### src/rtl/fir_out_buffer_if.sv
// Handshake bundle between the FIR datapath, the output buffer and its consumer.
// Optional peak-tracking port is present only when FIR_OUT_PEAK_EN is defined.
interface fir_out_buffer_if #(
  parameter int WIDTH = 8,
  parameter int DEPTH = 4
);
  localparam int CW = $clog2(DEPTH) + 1;

  logic [WIDTH-1:0] in_data;
  logic             in_valid;
  logic [WIDTH-1:0] out_data;
  logic             out_valid;
  logic             out_ready;
  logic [CW-1:0]    count;
  logic             overflow;
  logic             clr;
`ifdef FIR_OUT_PEAK_EN
  logic [WIDTH-1:0] peak;

  // Producer/consumer side (drives samples, ready and clear).
  modport master (
    output in_data, in_valid, out_ready, clr,
    input  out_data, out_valid, count, overflow, peak
  );

  // Buffer side.
  modport slave (
    input  in_data, in_valid, out_ready, clr,
    output out_data, out_valid, count, overflow, peak
  );
`else
  // Producer/consumer side (drives samples, ready and clear).
  modport master (
    output in_data, in_valid, out_ready, clr,
    input  out_data, out_valid, count, overflow
  );

  // Buffer side.
  modport slave (
    input  in_data, in_valid, out_ready, clr,
    output out_data, out_valid, count, overflow
  );
`endif
endinterface

### src/rtl/fir_out_buffer.sv
// FIR output sample buffer: small circular FIFO with show-ahead valid/ready
// output, explicit occupancy count and sticky overflow flag.
// Optional feature macro: FIR_OUT_PEAK_EN (running unsigned peak of accepted samples).
module fir_out_buffer #(
  parameter int WIDTH = 8,
  parameter int DEPTH = 4
) (
  input logic              clk,
  input logic              rst_n,
  fir_out_buffer_if.slave  bus
);
  localparam int AW = $clog2(DEPTH);
  localparam int CW = AW + 1;
  localparam logic [CW-1:0] FULL = CW'(DEPTH);

  logic [WIDTH-1:0] mem [DEPTH];
  logic [AW-1:0]    wr_ptr;
  logic [AW-1:0]    rd_ptr;
  logic [CW-1:0]    count_q;
  logic             overflow_q;

  logic pop;
  logic push;
  logic drop;

  // Handshake decisions; out_ready only matters here, never on an output path.
  always_comb begin
    pop  = (count_q != '0) && bus.out_ready;
    push = bus.in_valid && ((count_q != FULL) || pop);
    drop = bus.in_valid && !push;
  end

  // Storage, pointers, occupancy and sticky overflow.
  // NOTE: storage is reset explicitly so out_data never exposes stale samples after reset.
  always_ff @(posedge clk or negedge rst_n) begin
    if (!rst_n) begin
      for (int i = 0; i < DEPTH; i++) mem[i] <= '0;
      wr_ptr     <= '0;
      rd_ptr     <= '0;
      count_q    <= '0;
      overflow_q <= 1'b0;
    end else begin
      if (push) begin
        mem[wr_ptr] <= bus.in_data;
        wr_ptr      <= wr_ptr + 1'b1;  // power-of-two depth: wraps naturally
      end
      if (pop) rd_ptr <= rd_ptr + 1'b1;

      if (push && !pop)      count_q <= count_q + 1'b1;
      else if (pop && !push) count_q <= count_q - 1'b1;

      // A drop in the same cycle as clr keeps the flag set.
      if (drop)         overflow_q <= 1'b1;
      else if (bus.clr) overflow_q <= 1'b0;
    end
  end

  // Show-ahead head of FIFO, masked to zero when empty; driven only by registers.
  assign bus.out_valid = (count_q != '0);
  assign bus.out_data  = (count_q != '0) ? mem[rd_ptr] : '0;
  assign bus.count     = count_q;
  assign bus.overflow  = overflow_q;

`ifdef FIR_OUT_PEAK_EN
  logic [WIDTH-1:0] peak_q;

  // Running maximum of accepted samples; clr restarts it, a same-cycle push seeds it.
  always_ff @(posedge clk or negedge rst_n) begin
    if (!rst_n) begin
      peak_q <= '0;
    end else if (bus.clr) begin
      peak_q <= push ? bus.in_data : '0;
    end else if (push && (bus.in_data > peak_q)) begin
      peak_q <= bus.in_data;
    end
  end

  assign bus.peak = peak_q;
`endif
endmodule
### src/flat_wrapper.sv
// flat-port wrapper written by rule: the top's interface ports become plain ports
module fir_out_buffer_flat 
#(
  parameter int WIDTH = 8,
  parameter int DEPTH = 4
)
  (clk, rst_n, bus_in_data, bus_in_valid, bus_out_ready, bus_clr, bus_out_data, bus_out_valid, bus_count, bus_overflow);
  fir_out_buffer_if #(.WIDTH(WIDTH), .DEPTH(DEPTH)) bus_i ();
  input logic clk;
  input logic rst_n;
  input wire logic [$bits(bus_i.in_data)-1:0] bus_in_data;
  input wire logic [$bits(bus_i.in_valid)-1:0] bus_in_valid;
  input wire logic [$bits(bus_i.out_ready)-1:0] bus_out_ready;
  input wire logic [$bits(bus_i.clr)-1:0] bus_clr;
  output wire logic [$bits(bus_i.out_data)-1:0] bus_out_data;
  output wire logic [$bits(bus_i.out_valid)-1:0] bus_out_valid;
  output wire logic [$bits(bus_i.count)-1:0] bus_count;
  output wire logic [$bits(bus_i.overflow)-1:0] bus_overflow;
  assign bus_i.in_data = bus_in_data;
  assign bus_i.in_valid = bus_in_valid;
  assign bus_i.out_ready = bus_out_ready;
  assign bus_i.clr = bus_clr;
  assign bus_out_data = bus_i.out_data;
  assign bus_out_valid = bus_i.out_valid;
  assign bus_count = bus_i.count;
  assign bus_overflow = bus_i.overflow;
  fir_out_buffer #(.WIDTH(WIDTH), .DEPTH(DEPTH)) u_core (.clk(clk), .rst_n(rst_n), .bus(bus_i));
endmodule
### config.mk
export PLATFORM = sky130hd
export DESIGN_NAME = fir_out_buffer_flat
export DESIGN_NICKNAME = d
export VERILOG_FILES = /design/src/rtl/fir_out_buffer_if.sv /design/src/rtl/fir_out_buffer.sv /design/src/flat_wrapper.sv
export SDC_FILE = /design/constraint.sdc
export NUM_CORES = 1
export LEC_CHECK = 0
export ABC_CLOCK_PERIOD_IN_PS = 2700
export CELL_PAD_IN_SITES_DETAIL_PLACEMENT = 0
export CELL_PAD_IN_SITES_GLOBAL_PLACEMENT = 1
export CORE_MARGIN = 2
export CORE_UTILIZATION = 44
export DETAILED_ROUTE_END_ITERATION = 6
export PLACE_DENSITY_LB_ADDON = 0.1
export SETUP_SLACK_MARGIN = 0.3
export SYNTH_ARGS = -nofsm -noshare
export SYNTH_HDL_FRONTEND = slang
export SYNTH_SLANG_ARGS = --single-unit
### constraint.sdc
create_clock -name clk -period 2.7 [get_ports clk]
set_clock_uncertainty 0.05 [all_clocks]
set_input_delay 0.54 -clock clk [delete_from_list [all_inputs] [get_ports clk]]
set_output_delay 0.54 -clock clk [all_outputs]
set_load 0.1 [all_outputs]
# Word level (Yosys, flattened, before mapping)
# Cells that the tools add are included.
# classes
addsub,4
n_lt_le_gt_ge,3
n_eq_ne,1
n_mux,11
bitwise_logic,2
reduce_logical,12
# op_table
operator,count
$bwmux W32,1
$mux W8,4
$bmux W8 S2,1
$demux W8 S2,1
$ge A3 B3 Y1 const B,2
$logic_and A1 B1 Y1,6
$mux W3,2
$not A2 Y3,2
$add A2 B1 Y2 const B,2
$reduce_bool A2 Y1,2
$add A3 B1 Y3 const B,1
$lt A3 B1 Y1 const B,1
$ne A3 B3 Y1 const B,1
$reduce_bool A3 Y1,1
$sub A3 B1 Y3 const B,1
$logic_not A1 Y1,2
$mux W1,2
$logic_or A1 B1 Y1,1
# word_totals
ff_bits,40
elab_cells,41

# Longest topological paths before layout
# Gate-level depths: netlist of run 1.
# logic_depth
word_depth,8
depth_mapped,8
mapped_depth_nobuf,8

# Worst setup path before layout of run 1
# Ideal clock, no wire load.
# synth_path
path_kind,register to output
start,register u_core.count_q[0] (netlist: u_core.bus.count[0])
end,output bus_out_data[0]
arrival_ns,3.111
slack_ns,-1.001
stages_incl_launch_ff,4
n_path_buf,1
path_cell_list,dfrtp_1 -> or3_1 -> clkbuf_1 -> and2_1
# synth_between
elab_chain_len,2
# synth_lines
item,line_no,text
"start, declared",fir_out_buffer.sv:19,logic [CW-1:0] count_q;
"start signal, assigned",fir_out_buffer.sv:49,if (push && !pop) count_q <= count_q + 1'b1;
"start signal, assigned",fir_out_buffer.sv:50,else if (pop && !push) count_q <= count_q - 1'b1;
$reduce_bool A3 Y1,-,
net bus_out_valid,flat_wrapper.sv:16,output wire logic [$bits(bus_i.out_valid)-1:0] bus_out_valid;
$mux W8,fir_out_buffer.sv:60,assign bus.out_data = (count_q != '0) ? mem[rd_ptr] : '0;
"end, declared",flat_wrapper.sv:15,output wire logic [$bits(bus_i.out_data)-1:0] bus_out_data;
# The timed path passes the listed nets, and every way through them passes these cells.

# Worst setup path after layout of run 1
# layout_path
start,input bus_out_ready
end,register u_core.count_q[2] (netlist: u_core.bus.count[2])
# layout_between
elab_chain_len,6
# layout_lines
item,line_no,text
"start, declared",flat_wrapper.sv:13,input wire logic [$bits(bus_i.out_ready)-1:0] bus_out_ready;
$logic_and A1 B1 Y1 (*),fir_out_buffer.sv:28,pop = (count_q != '0) && bus.out_ready;
$logic_or A1 B1 Y1 (*),fir_out_buffer.sv:29,push = bus.in_valid && ((count_q != FULL) || pop);
$logic_and A1 B1 Y1 (*),fir_out_buffer.sv:29,
net u_core.push,fir_out_buffer.sv:23,logic push;
$logic_not A1 Y1,fir_out_buffer.sv:50,
$logic_and A1 B1 Y1,fir_out_buffer.sv:50,
$reduce_bool A2 Y1 (no line),-,
# Mark *: on every way through the listed nets, which the timed path passes. The rest lies on a longest branch.
# A chain may end at the register's enable or synchronous reset.

==> results of run 1 <==
-- sequential cells by signal, summed over array words and instances (netlist names) --
| name | cells |
|---|---|
| u_core.bus.overflow | 1 |
| u_core.wr_ptr | 2 |
| u_core.rd_ptr | 2 |
| u_core.bus.count | 3 |
| u_core.mem | 32 |
-- metrics by stage --
step	instance area (µm²)	hold slack (ns)	utilization, %
after floorplan	1900	0.194	-
after global placement	2340	0.433	57.6
after detailed placement	2340	0.444	57.6
after CTS	2430	0.350	59.8
after global routing	2450	0.390	60.4
final	2450	0.301	60.4
-- final cells by class --
cell class / instances / area, µm² / share of cell area [%]
flip-flops and latches: 40 / 1010 / 41.2
repair buffers: 36 / 408 / 16.6
inverters: 4 / 15.0 / 0.613
well taps: 50 / 62.6 / 2.55
multi-input cells: 78 / 866 / 35.3
clock buffers: 8 / 90.1 / 3.68
-- cell usage after synthesis --
cell	number	share of area [%]
nor2b_1	1	0.33
nand2_1	6	1.2
xor2_1	2	0.93
nor2_1	1	0.20
and2_1	8	2.7
clkbuf_1	2	0.40
nor2_2	4	1.3
inv_1	4	0.80
xnor2_1	4	1.9
nand3_1	1	0.27
fa_1	1	1.1
mux4_2	8	9.6
or3_1	1	0.33
mux2_2	34	20
nor4b_4	1	1.3
buf_2	1	0.27
o21ai_0	1	0.27
ha_1	5	3.3
dfrtp_1	40	53
-- path summary, 6_finish.rpt --
kind,endpoint,slack (ns),from,cells past startpoint
min in group clk,u_core.mem[7]$_DFFE_PN0P_,0.45,u_core.mem[7]$_DFFE_PN0P_,1
worst max-delay path,u_core.bus.count[2]$_DFFE_PN0P_,0.39,bus_out_ready,9
worst min register to register,u_core.mem[7]$_DFFE_PN0P_,0.45,u_core.mem[7]$_DFFE_PN0P_,1
worst min-delay path,u_core.mem[30]$_DFFE_PN0P_,0.30,rst_n,1
max in group asynchronous,u_core.bus.count[2]$_DFFE_PN0P_,1.67,rst_n,1
worst max register to register,u_core.bus.count[2]$_DFFE_PN0P_,0.53,u_core.bus.count[2]$_DFFE_PN0P_,8
-- worst reg2reg max path, cell delays in order, from the launching register on --
cell and delay (ns):
dfrtp_4 0.50, or3_1 0.40, nand2_1 0.12, ha_1 0.19, inv_1 0.06, fa_1 0.38, xor2_1 0.15, nor2_1 0.11
xor2_1 0.14
-- cell families (layout without fill, tap and decap cells) --
family	Yosys count	count (layout)	share of synthesized area, %
simple gates	23	23	7.61
buf+inv	7	48	1.47
fa+ha+maj	6	6	4.41
compound gates	1	1	0.267
xor+xnor	6	6	2.80
mux	42	42	30.0
flops	40	40	53.4
-- timing repair --
action                                  4_1_cts  5_1_grt
endpoints found under the setup margin        5        6
gates resized for setup                       1        0
buffers inserted                              0        3
pin swaps                                     0        1
-- per-layer routing --
layer,global-route usage [%],share of wire (%),vias to the layer above
met5,0,0,-
met4,4.58,1.6,0
met3,5.09,4.0,9
met2,24.9,48,26
met1,23.4,47,551
li1,-,-,519
==> flow_metrics.tcl, run 1 <==
set metrics [dict create \
    finalNonFillerCells 216 \
    ys_seq_area_share_pct 53.4 \
    crit_chain "clkdlybuf4s50_1 > nor4b_4 > nor2b_1 > ha_1 > inv_1 > fa_1 > xor2_1 > nor2_1 > xor2_1" \
    cts_root_buf "clkbuf_8" \
    cpMostUsedCell "xor2_1" \
    die_x_um 69.3 \
    crit_arrival_ns 2.47 \
    final_cell_mix "dfrtp_1 (36), mux2_2 (34), buf_4 (15)" \
    fin_nets 184 \
    cts_sinks 40 \
    gp_congestion 0.636 \
    clk_path_buf_depth 2 \
    drive_gt1_share_pct 54.2 \
    overflow 0 \
    postLayoutSetupSlackWorst_ns 0.389 \
    grt_pass1_wl_um 6080 \
    period_share_pct 85.6 \
    core-area_um2 4060 \
    cp_max_fo 3 \
    nFillCells 315 \
    synthesis.nets 144 \
    fp.dieH_um 69.3 \
    grt_antenna_before_repair 0 \
    track_usage_pct 16.6 \
    post_synth.cell_area_avg_um2 15.0 \
    worstSetupEndpointType "flop" \
    io_pins 26 \
    via_count 1105 \
    first_pass_iters 4 \
    worst-endpoint-required_ns 2.86 \
    syn-cell-area_um2 1870 \
    fmax_mhz 433 \
    ys_types 19 \
    cts_tree "built" \
    maxCapViolations 0 \
    drtIter0Drc 73 \
    hold_path_class "input pin to asynchronous set/reset pin" \
    period_minus_slack_ns 2.31 \
    start_util_pct 46.2 \
    diodes 0 \
    hpwl_um 2420 \
    crit_buf_inv 2 \
    dpl_worst_slack_ns 0.0568 \
    hold_viol 0 \
    setup_viol 0 \
    setup_tns_ns 0 \
    cp-start-kind "input pin" \
    grt_pass1_vias 1185 \
    critPathKind "input pin to flop" \
    final_common_cell "dfrtp_1" \
    rsz0062_at_grt "false" \
    cts_buffers 5 \
    holdBufCountCts 0 \
    htreeDepth 2 \
    slew_headroom_pct 42.6 \
    dp_cells 205 \
    slowest_stage "clkdlybuf4s50_1" \
    ys_ff_latch 40 \
    row_count 23 \
    vias_per_cell 5.12 \
    die-area_um2 4800 \
    drc 0 \
    totalWireLength_um 3450 \
    ant_nets 0 \
    port-buffer-count 25 \
    area.growth.synth_to_final_pct 30.7 \
    wl_per_cell_um 16.0 \
    grt_max_degree 41 \
    crit_family "adder cells" \
    worstMarginPinSlew_ns 0.862 \
    insertion_delay_ns 0.29 \
    slowest_delay_ns 0.54 \
    ys_warn_count 0 \
    outcome "complete, no violations" \
    synth_cells 125 \
    clkTransAtPathRegs_ns 0.07 \
    slew_viol_final 0 \
]
Power of run 1 is left out: the tool's default activity adds up to more than one toggle a clock period on the data nets, which glitch-free logic cannot reach.
==> inputs of run 2 (changes only) <==
- TNS_END_PERCENT: unset -> 5
==> flow_metrics.tcl, run 2 (synthesis results as in run 1) <==
set metrics [dict create \
    outcome "complete, no violations" \
    cts_root_buf "clkbuf_8" \
    insertion_delay_ns 0.28 \
    cp_max_fo 7 \
    hold_path_class "input pin to asynchronous set/reset pin" \
    cts_buffers 5 \
    overflow 0 \
    area.growth.synth_to_final_pct 31.6 \
    fp.dieH_um 69.3 \
    critPathKind "flop to output port" \
    totalWireLength_um 3450 \
    clkTransAtPathRegs_ns 0.07 \
    final_cell_mix "dfrtp_1 (36), mux2_2 (34), buf_4 (12)" \
    slew_viol_final 0 \
    worstReg2RegStart "u_core.bus.count[0]$_DFFE_PN0P_" \
    slew_headroom_pct 42.8 \
    first_pass_iters 3 \
    die_x_um 69.3 \
    grt_pass1_vias 1171 \
    period_share_pct 85.5 \
    crit_start "u_core.rd_ptr[0]$_DFFE_PN0P_" \
    cts_sinks 40 \
    port-buffer-count 25 \
    fin_nets 181 \
    gp_congestion 0.671 \
    vias_per_cell 5.24 \
    grt_max_degree 41 \
    drtIter0Drc 38 \
    start_util_pct 46.2 \
    regMostFlops "u_core.mem" \
    htreeDepth 2 \
    cts_tree "built" \
    final_common_cell "dfrtp_1" \
    wl_per_cell_um 16.3 \
    io_pins 26 \
    worst-endpoint-required_ns 2.11 \
    hpwl_um 2510 \
    clk_path_buf_depth 2 \
    nFillCells 315 \
    worstSetupEndpointType "output port" \
    grt_antenna_before_repair 0 \
    ant_nets 0 \
    die-area_um2 4800 \
    maxCapViolations 0 \
    via_count 1110 \
    drive_gt1_share_pct 54.9 \
    track_usage_pct 15.7 \
    fmax_mhz 433 \
    setup_tns_ns 0 \
    period_minus_slack_ns 2.31 \
    diodes 0 \
    core-area_um2 4060 \
    holdBufCountCts 0 \
    hold_viol 0 \
    worstMarginPinSlew_ns 0.857 \
    crit_arrival_ns 1.72 \
    largest_reg_flops 32 \
    setup_viol 0 \
    row_count 23 \
    cp-start-kind "flop" \
    rsz0062_at_grt "false" \
    grt_pass1_wl_um 5750 \
    drc 0 \
]
run 2: cell count changes in the layout (fill, tap and decap cells not counted):
| cell | change |
|---|---|
| buf_4 | -3 |
| clkbuf_1 | -2 |
| nor2b_2 | +1 |
| dfrtp_2 | +1 |
| clkbuf_8 | -1 |
| dfrtp_4 | -1 |
| nor2b_1 | -1 |
| bufinv_16 | +2 |
run 2: stage by stage:
| stage | setup WS, ns | area, µm² | util, % | instances | hold WS [ns] |
|---|---|---|---|---|---|
| global placement | 0.137 | 2330 | 57.5 | 205 | 0.432 |
| finish | 0.392 | 2470 | 60.8 | 212 | 0.315 |
| CTS | 0.357 | 2460 | 60.7 | 212 | 0.340 |
| floorplan | 0.288 | 1900 | - | 125 | 0.194 |
| global route | 0.312 | 2470 | 60.8 | 212 | 0.381 |
| detailed placement | 0.0630 | 2330 | 57.5 | 205 | 0.439 |
run 2: timing repair:
action	4_1_cts	5_1_grt
setup endpoints to repair	3	2
resized for setup	1	1
buffers inserted	0	0
run 2: path summary, 6_finish.rpt:
check	end	slack (ns)	depth (start not counted)
worst max-delay path	bus_out_data[0]	0.39	4
worst min-delay path	u_core.mem[21]$_DFFE_PN0P_	0.31	1
worst max register to register	u_core.bus.count[2]$_DFFE_PN0P_	0.58	8
worst min register to register	u_core.bus.count[2]$_DFFE_PN0P_	0.45	1
max in group asynchronous	u_core.rd_ptr[0]$_DFFE_PN0P_	1.69	1
min in group clk	u_core.bus.count[2]$_DFFE_PN0P_	0.45	1
run 2: area by class of cell:
| type | instances | area (µm²) | share of cell area, % |
|---|---|---|---|
| Tap cell | 50 | 62.6 | 2.54 |
| Clock buffer | 5 | 68.8 | 2.79 |
| Timing Repair Buffer | 33 | 385 | 15.6 |
| Multi-Input combinational cell | 78 | 868 | 35.2 |
| Clock inverter | 2 | 60.1 | 2.44 |
| Sequential cell | 40 | 1010 | 40.8 |
| Inverter | 4 | 15.0 | 0.609 |
run 2: worst max-delay path, cell delays in order, from the launching register on:
cell     delay, ns
dfrtp_2       0.45
buf_12        0.15
mux4_2        0.50
and2_4        0.18
buf_12        0.16
run 2: metal layers:
| metal | part of all wire (%) | up-vias | global-route usage, % |
|---|---|---|---|
| met2 | 53 | 17 | 26.9 |
| met4 | 0.70 | 0 | 5.01 |
| li1 | - | 514 | - |
| met1 | 43 | 577 | 19.2 |
| met5 | 0 | - | 0 |
| met3 | 3.1 | 2 | 4.36 |
Power of run 2 is left out for the same reason.
==> inputs of run 3 (changes only) <==
- ABC_CLOCK_PERIOD_IN_PS: 2700 -> 2600
- clock period: 2.7 -> 2.6 ns (I/O delays scaled with it)
==> flow_metrics.tcl, run 3 (synthesis results as in run 1) <==
set metrics [dict create \
    outcome "complete, no violations" \
    regMostFlops "u_core.mem" \
    crit_family "multiplexers" \
    largest_reg_flops 32 \
    first_pass_iters 3 \
    cts_sinks 40 \
    drtIter0Drc 43 \
    final_common_cell "dfrtp_1" \
    port-buffer-count 25 \
    overflow 0 \
    grt_antenna_before_repair 0 \
    rsz0062_at_grt "true" \
    hold_viol 0 \
    hold_path_class "input pin to asynchronous set/reset pin" \
    cts_buffers 5 \
    track_usage_pct 16.8 \
    worstMarginPinSlew_ns 0.900 \
    grt_max_degree 41 \
    final_cell_mix "dfrtp_1 (36), mux2_2 (34), buf_4 (14)" \
    start_util_pct 46.2 \
    clkTransAtPathRegs_ns 0.07 \
    die_x_um 69.3 \
    worstSetupEndpointType "output port" \
    totalWireLength_um 3590 \
    holdBufCountCts 0 \
    drive_gt1_share_pct 55.5 \
    cp-start-kind "flop" \
    vias_per_cell 5.13 \
    fmax_mhz 447 \
    cpMostUsedCell "buf_12" \
    insertion_delay_ns 0.28 \
    die-area_um2 4800 \
    worst-endpoint-required_ns 2.03 \
    cts_root_buf "clkbuf_8" \
    setup_tns_ns 0 \
    nFillCells 315 \
    period_minus_slack_ns 2.24 \
    core-area_um2 4060 \
    htreeDepth 2 \
    grt_pass1_wl_um 6180 \
    crit_chain "buf_12 > mux4_2 > and2_4 > buf_12" \
    whs_ns 0.312 \
    slowest_delay_ns 0.50 \
    gp_congestion 0.678 \
    fp.dieH_um 69.3 \
    via_count 1098 \
    row_count 23 \
    finish.utilization_pct 60.4 \
    cts_tree "built" \
    maxCapViolations 0 \
    area.growth.synth_to_final_pct 30.8 \
    grt_pass1_vias 1214 \
    critPathKind "flop to output port" \
    ant_nets 0 \
    drc 0 \
    diodes 0 \
    wl_per_cell_um 16.8 \
    clk_path_buf_depth 2 \
    crit_arrival_ns 1.67 \
    fin_nets 183 \
    crit_buf_inv 2 \
    slew_headroom_pct 40.0 \
    seq_area_um2 1010 \
    slowest_stage "mux4_2" \
    setup_viol 0 \
    slew_viol_final 0 \
    hpwl_um 2570 \
    period_share_pct 86.0 \
    cp_max_fo 7 \
    io_pins 26 \
    multi_input_area_um2 868 \
]
[run 3: per-layer routing]
metal | track usage, % | wire length, µm | vias to the layer above
li1 | - | - | 512
met1 | 21.4 | 1620 | 562
met2 | 28.5 | 1780 | 20
met3 | 3.92 | 152 | 4
met4 | 5.23 | 31 | 0
met5 | 0 | 0 | -
[run 3: area by class of cell]
| cell class | instances | share of cell area (%) |
|---|---|---|
| Multi-Input combinational cell | 78 | 35.4 |
| Inverter | 4 | 0.613 |
| Sequential cell | 40 | 41.0 |
| Timing Repair Buffer | 35 | 16.4 |
| Clock buffer | 7 | 3.93 |
| Tap cell | 50 | 2.55 |
[run 3: metrics by stage]
| step | instances | worst slack (ns) | instance area (µm²) |
|---|---|---|---|
| floorplan | 125 | 0.188 | 1900 |
| global placement | 206 | 0.117 | 2340 |
| detailed placement | 206 | 0.0186 | 2340 |
| CTS | 214 | 0.322 | 2450 |
| global route | 214 | 0.298 | 2450 |
| finish | 214 | 0.364 | 2450 |
[run 3: timing repair]
item	CTS	global route
endpoints found under the setup margin	5	3
pin swaps	0	1
setup buffers	1	0
gates resized for setup	1	2
gates cloned	0	0
[run 3: worst paths after layout]
path	start	end	slack, ns	depth (start not counted)
max	u_core.rd_ptr[0]$_DFFE_PN0P_	bus_out_data[7]	0.36	4
min	rst_n	u_core.mem[29]$_DFFE_PN0P_	0.31	1
max reg2reg	u_core.bus.count[0]$_DFFE_PN0P_	u_core.bus.count[2]$_DFFE_PN0P_	0.48	8
min reg2reg	u_core.mem[15]$_DFFE_PN0P_	u_core.mem[15]$_DFFE_PN0P_	0.45	1
max in group asynchronous	rst_n	u_core.bus.count[0]$_DFFE_PN0P_	1.57	1
min in group clk	u_core.mem[15]$_DFFE_PN0P_	u_core.mem[15]$_DFFE_PN0P_	0.45	1
Power of run 3 is left out for the same reason.
